**src/rtl/pe_row_sequencer.sv**
```systemverilog
// Row engine for the PE feed: runs PASSES sparse serial x parallel MAC passes per row, then flushes one lane-wise psum vector.
// Optional build macro PE_PSUM_SAT_EN: saturating accumulation instead of two's-complement wrap.
module pe_row_sequencer #(
  parameter int DATA_WIDTH     = 8,
  parameter int PAR_LANES      = 9,
  parameter int PSUM_WIDTH     = 24,
  parameter int IDX_WIDTH      = 4,
  parameter int PASSES         = 3,
  parameter int ROWS_PER_FRAME = 16
) (
  input  logic                            clk,
  input  logic                            reset,
  input  logic                            mode,
  input  logic                            en,
  input  logic [DATA_WIDTH-1:0]           serial_in,
  input  logic [PAR_LANES*DATA_WIDTH-1:0] parallel_in,
  input  logic [IDX_WIDTH-1:0]            row_val_num,
  input  logic                            zero_flag,
  output logic [IDX_WIDTH-1:0]            cnt,
  output logic                            row_finish_done_0,
  output logic                            row_cal_done,
  output logic                            row_finish_done_1,
  output logic [PAR_LANES*PSUM_WIDTH-1:0] psum_out,
  output logic                            psum_valid,
  output logic                            busy
);

  localparam int PROD_W = 2 * DATA_WIDTH;
  localparam int PC_W   = (PASSES > 1) ? $clog2(PASSES) : 1;
  localparam int RC_W   = (ROWS_PER_FRAME > 1) ? $clog2(ROWS_PER_FRAME) : 1;
  localparam logic [PC_W-1:0] LAST_PASS = PC_W'(PASSES - 1);
  localparam logic [RC_W-1:0] LAST_ROW  = RC_W'(ROWS_PER_FRAME - 1);

  typedef enum logic [1:0] {S_IDLE, S_ARM, S_MAC, S_FLUSH} state_t;

  state_t                         r_state;
  state_t                         w_state_nxt;
  logic [IDX_WIDTH-1:0]           r_cnt;
  logic [PC_W-1:0]                r_pass;
  logic [RC_W-1:0]                r_row;
  logic signed [PSUM_WIDTH-1:0]   r_acc     [PAR_LANES];
  logic signed [PSUM_WIDTH-1:0]   w_acc_nxt [PAR_LANES];
  logic [PAR_LANES*PSUM_WIDTH-1:0] r_psum_out;
  logic                           r_psum_valid;
  logic                           w_pass_end;
  logic                           w_row_done;
  logic                           w_frame_done;

  // Operand order follows mode (weight first); the product itself is identical either way.
  function automatic logic signed [PROD_W-1:0] mul_op(
    input logic                         sel,
    input logic signed [DATA_WIDTH-1:0] s,
    input logic signed [DATA_WIDTH-1:0] p
  );
    logic signed [PROD_W-1:0] a;
    logic signed [PROD_W-1:0] b;
    a = PROD_W'(s);
    b = PROD_W'(p);
    return sel ? (a * b) : (b * a);
  endfunction

  function automatic logic signed [PSUM_WIDTH-1:0] acc_add(
    input logic signed [PSUM_WIDTH-1:0] a,
    input logic signed [PROD_W-1:0]     p
  );
`ifdef PE_PSUM_SAT_EN
    logic signed [PSUM_WIDTH:0] s;
    s = (PSUM_WIDTH+1)'(a) + (PSUM_WIDTH+1)'(p);
    if (s[PSUM_WIDTH] != s[PSUM_WIDTH-1])
      return s[PSUM_WIDTH] ? {1'b1, {(PSUM_WIDTH-1){1'b0}}} : {1'b0, {(PSUM_WIDTH-1){1'b1}}};
    return s[PSUM_WIDTH-1:0];
`else
    return a + PSUM_WIDTH'(p);
`endif
  endfunction

  always_ff @(posedge clk) begin
    if (reset) r_state <= S_IDLE;
    else       r_state <= w_state_nxt;
  end

  always_comb begin
    w_state_nxt  = r_state;
    w_pass_end   = (r_state == S_MAC) && (zero_flag || (r_cnt == row_val_num));
    w_row_done   = w_pass_end && (r_pass == LAST_PASS);
    w_frame_done = w_row_done && (r_row == LAST_ROW);
    case (r_state)
      S_IDLE:  if (en) w_state_nxt = S_ARM;
      S_ARM:   w_state_nxt = S_MAC;
      S_MAC:   if (w_row_done) w_state_nxt = S_FLUSH;
      S_FLUSH: w_state_nxt = (r_row == LAST_ROW) ? S_IDLE : S_ARM;
      default: w_state_nxt = S_IDLE;
    endcase
  end

  always_comb begin
    for (int k = 0; k < PAR_LANES; k++) begin
      w_acc_nxt[k] = r_acc[k];
      if ((r_state == S_MAC) && !zero_flag)
        w_acc_nxt[k] = acc_add(r_acc[k],
                               mul_op(mode, serial_in, parallel_in[k*DATA_WIDTH +: DATA_WIDTH]));
    end
  end

  // psum_out captures the final sums on the row-done cycle so it is presented during FLUSH.
  always_ff @(posedge clk) begin
    if (reset) begin
      r_cnt        <= '0;
      r_pass       <= '0;
      r_row        <= '0;
      r_psum_out   <= '0;
      r_psum_valid <= 1'b0;
      for (int k = 0; k < PAR_LANES; k++) r_acc[k] <= '0;
    end else begin
      r_psum_valid <= w_row_done;
      if (r_state == S_MAC) r_cnt <= w_pass_end ? '0 : r_cnt + 1'b1;
      else                  r_cnt <= '0;
      if (w_pass_end) r_pass <= w_row_done ? '0 : r_pass + 1'b1;
      if (r_state == S_FLUSH) r_row <= (r_row == LAST_ROW) ? '0 : r_row + 1'b1;
      for (int k = 0; k < PAR_LANES; k++) begin
        r_acc[k] <= (r_state == S_FLUSH) ? '0 : w_acc_nxt[k];
        if (w_row_done) r_psum_out[k*PSUM_WIDTH +: PSUM_WIDTH] <= w_acc_nxt[k];
      end
    end
  end

  assign cnt               = r_cnt;
  assign row_finish_done_0 = w_pass_end;
  assign row_cal_done      = w_row_done;
  assign row_finish_done_1 = w_frame_done;
  assign psum_out          = r_psum_out;
  assign psum_valid        = r_psum_valid;
  assign busy              = (r_state != S_IDLE);

endmodule

```
**config.mk**
```make
export PLATFORM = sky130hd
export DESIGN_NAME = pe_row_sequencer
export DESIGN_NICKNAME = d
export VERILOG_FILES = /design/src/rtl/pe_row_sequencer.sv
export SDC_FILE = /design/constraint.sdc
export NUM_CORES = 2
export LEC_CHECK = 0
export CELL_PAD_IN_SITES_DETAIL_PLACEMENT = 1
export CELL_PAD_IN_SITES_GLOBAL_PLACEMENT = 2
export CORE_MARGIN = 3
export CORE_UTILIZATION = 36
export DETAILED_ROUTE_END_ITERATION = 6
export PLACE_DENSITY_LB_ADDON = 0.1
export SYNTH_ARGS = -nofsm -noshare
export SYNTH_HDL_FRONTEND = slang
export SYNTH_SLANG_ARGS = --single-unit
export TNS_END_PERCENT = 1
```
**constraint.sdc**
```tcl
create_clock -name clk -period 6.8 [get_ports clk]
set_clock_uncertainty 0.05 [all_clocks]
set_input_delay 1.7 -clock clk [delete_from_list [all_inputs] [get_ports clk]]
set_output_delay 1.7 -clock clk [all_outputs]
set_load 0.05 [all_outputs]
```
==> key figures <==
Run status
  – Status: finished clean

Detailed routing
  – Final WL: 162800 um
  – Initial DRT Pass Iterations: 5
  – Routed via count: 41570
  – Vias per cell: 4.881
  – Wire per inst: 19.12 um
  – # DRC: 0
  – Final ANT Viol Nets: 0
  – DR iter-0 viols: 1229

GRT
  – Initial antenna violation count: 11
  – Largest net degree at the start of global routing: 139
  – Total gr overflow: 0
  – Vias in the first global route: 46640
  – First-pass GRT wire length: 265900 um
  – All-Layer GR Usage: 22.25%

Worst setup path
  – Crit-path slowest cell: fa_1
  – Launch point of the worst reg-to-reg path: r_acc[0][6]
  – Critical Path Start Type: primary input
  – CP most frequent cell: fa_1
  – Reg2Reg Setup Slack: 1480 ps
  – Crit path launch: parallel_in[5]
  – CP max FO: 5
  – Worst Path Required: 7260 ps
  – Cell chain of the critical path: clkdlybuf4s50_1, buf_4, nand2_1, fa_1, inv_1, fa_1, inv_1, fa_1, inv_1, fa_1, fa_1, ha_1, o21ai_1, o21bai_1, a211oi_2, buf_4, o31ai_4, o41ai_2, buf_4, xnor2_1, mux2i_1, a21oi_1
  – CP endpoint: psum_out[20]
  – R2R Path End: psum_out[20]
  – R2r worst-path depth: 20
  – CP max stage delay: 540 ps
  – Worst Setup End Kind: flip-flop
  – Crit path kind: primary input to flip-flop
  – CP Data Arrival Time: 7100 ps

Finish
  – Post-layout net count: 8072
  – Final Cell Area: 66810 sq um
  – Share of layout cells above drive strength 1: 15.35%
  – Finished Layout Cells: 8517
  – Util after Layout: 46.17%
  – Layout area overhead: 26.40%

Synth
  – Yosys Warn Count: 0
  – Seq cells post-synth: 445
  – Post-synth EDFFs: 0
  – Synth top cells by count: fa_1, inv_1, nor2_1
  – Yosys top cell by area: fa_1
  – Post-synth ARST share: 0%
  – Register area share after synthesis: 16.85%
  – Post-Syn Area: 52860 sq um
  – Most frequent cell after synthesis: fa_1
  – Yosys cell types: 85
  – Post-Synthesis Cells: 5585
  – Syn Area/Cell: 9.464 sq um
  – Area share of the largest cell type after synthesis: 35.45%
  – Synth area leaders: fa_1, dfxtp_1, ha_1, inv_1, nor2_1
  – Syn Nets: 7103
  – Top_reg_cell synth: dfxtp_1

STA
  – Least-Margin Pin Slew: 1100 ps
  – Period utilization: 97.64%
  – Fin Setup TNS: 0 ps
  – Fin. Hold Viols: 0
  – RSZ-0062 raised after global routing: yes
  – Max-slew violation count: 0
  – Period minus WS final: 6639 ps
  – Worst rel slew slack: 26.40%
  – Final setup viols: 0
  – Fmax: 0.1506 GHz
  – Worst hold slack: 404.3 ps

Pwr
  – PD cells: 580.2 nW/um^2
  – Worst VDD drop: 0.0003370 V
  – Sequential share of power: 8.4%
  – Psw: 17.74 mW
  – Clock network power share: 10.2%
  – Combinational power share: 81.4%
  – Internal Power: 21.02 mW
  – Leakage: 31.72 nW
  – Switching Share: 45.77%

Placement
  – Detailed placement HPWL: 132200 um
  – Routability congestion estimate: 0.8340
  – Placed insts: 8386
  – IO buf count: 312
  – Cell area after placement: 64050 sq um

Flow run
  – Max-Cap Viols: 0

Hold path
  – Hold Path Class: flip-flop to flip-flop

Clocking
  – Clk buf depth: 3
  – Root Driver: clkbuf_16
  – CTS sink cnt: 445
  – Inserted Clock Buffers: 68
  – Worst-Skew Late Latency: 660 ps
  – CTS tree: done
  – Depth of the CTS H-tree: 3
  – Clock Pin Slew Worst Setup and Hold Paths: 50 ps

Floorplanning
  – CORE AREA: 144700 sq um
  – Die X: 389.2 um
  – Rows: 139
  – Die outline area: 151500 sq um
  – Starting Density: 36.53%
  – Die height: 389.2 um
  – Num ports: 314
[flip-flops by register name, summed over array words and instances (netlist names)]
name        flops
r_state         2
psum_out      216
r_pass          2
r_acc         216
cnt             4
r_row           4
psum_valid      1
[worst max-delay path, delay by kind of cell]
family	cells	cell delay, ps
muxes	1	210
adders and majority gates	6	2740
buffers and inverters	7	1150
xor gates and xnor gates	1	60
AOI/OAI and AO/OA	6	1130
and+or+nand+nor	1	90
[worst min path at each step]
stage                       start             to  depth (start not counted)
floorplan                r_row[3]       r_row[3]                          2
global placement    psum_out[191]  psum_out[191]                          2
detailed placement  psum_out[203]  psum_out[203]                          2
CTS                 psum_out[203]  psum_out[203]                          2
global route        psum_out[203]  psum_out[203]                          2
finish              psum_out[203]  psum_out[203]                          2
[metal layers]
| metal | part of all wire (%) | GRT usage, % | vias up |
|---|---|---|---|
| li1 | - | - | 19840 |
| met1 | 47 | 30.69 | 21160 |
| met2 | 48 | 37.88 | 452 |
| met3 | 3.0 | 2.632 | 121 |
| met4 | 1.5 | 4.088 | 0 |
| met5 | 0 | 0 | - |
[power by group through the flow]
stage / clock (mW) / sequential, mW / combinational [mW]
6_report: 3.94 / 3.26 / 31.6
5_1_grt: 4.19 / 3.31 / 35.9
4_1_cts: 4.10 / 3.27 / 31.7
3_5_place_dp: 0 / 3.32 / 31.3
3_3_place_gp: 0 / 3.32 / 30.6
2_1_floorplan: 0 / 3.20 / 19.2
[kinds of logic after synthesis]
family,Yosys count,synth area share [%]
xor+xnor,183,3.032
simple gates,1472,12.87
fa+ha+maj,1429,47.12
mux,61,1.160
compound gates,892,11.02
flops,445,16.85
buf+inv,1103,7.942
[through the flow]
step / power (mW) / setup slack [ps]
2_1_floorplan: 22.42 / -197.1
3_3_place_gp: 33.97 / -764.0
3_5_place_dp: 34.61 / -842.2
4_1_cts: 39.08 / 0.2722
5_1_grt: 43.42 / -52.76
6_report: 38.76 / 160.7
[repair_timing]
item,CTS,global route
gates resized for setup,3,73
endpoints found under the hold margin,0,0
endpoints found under the setup margin,8,116
setup buffers,0,1
hold buffers,0,0
pin swaps,0,12
[placed cells by master (no fill, tap or decap), types with 9 or more instances in the layout]
master	count
inv_1	890
a311oi_1	11
a21oi_1	282
nor2_1	612
nand2_1	343
nor3b_1	9
and2_1	299
o21ai_1	13
nand2b_1	14
bufinv_16	11
xnor2_1	139
or3_1	15
o21a_1	33
clkbuf_8	16
o211ai_1	23
a211oi_1	175
clkinv_2	10
dlymetal6s2s_1	13
fa_1	929
and3_1	24
ha_1	491
a31oi_1	26
dfxtp_1	445
o21bai_1	27
mux2i_1	59
clkdlybuf4s50_1	287
a21o_1	56
o21ai_0	119
clkbuf_16	70
nand3_1	29
nor3_1	54
buf_12	44
o31ai_1	10
buf_4	756
o31a_1	11
xor2_1	44
[area by class of cell]
cell class	count	area, sq um
multi-input cells	4037	39990
inverters	893	3362
clock inverters	33	486.7
flip-flops and latches	445	8909
well taps	1903	2381
clock buffers	91	1981
diodes	6	15.01
fillers	16360	77890
repair buffers	1109	9687
Power figures use the tool's default switching activity.
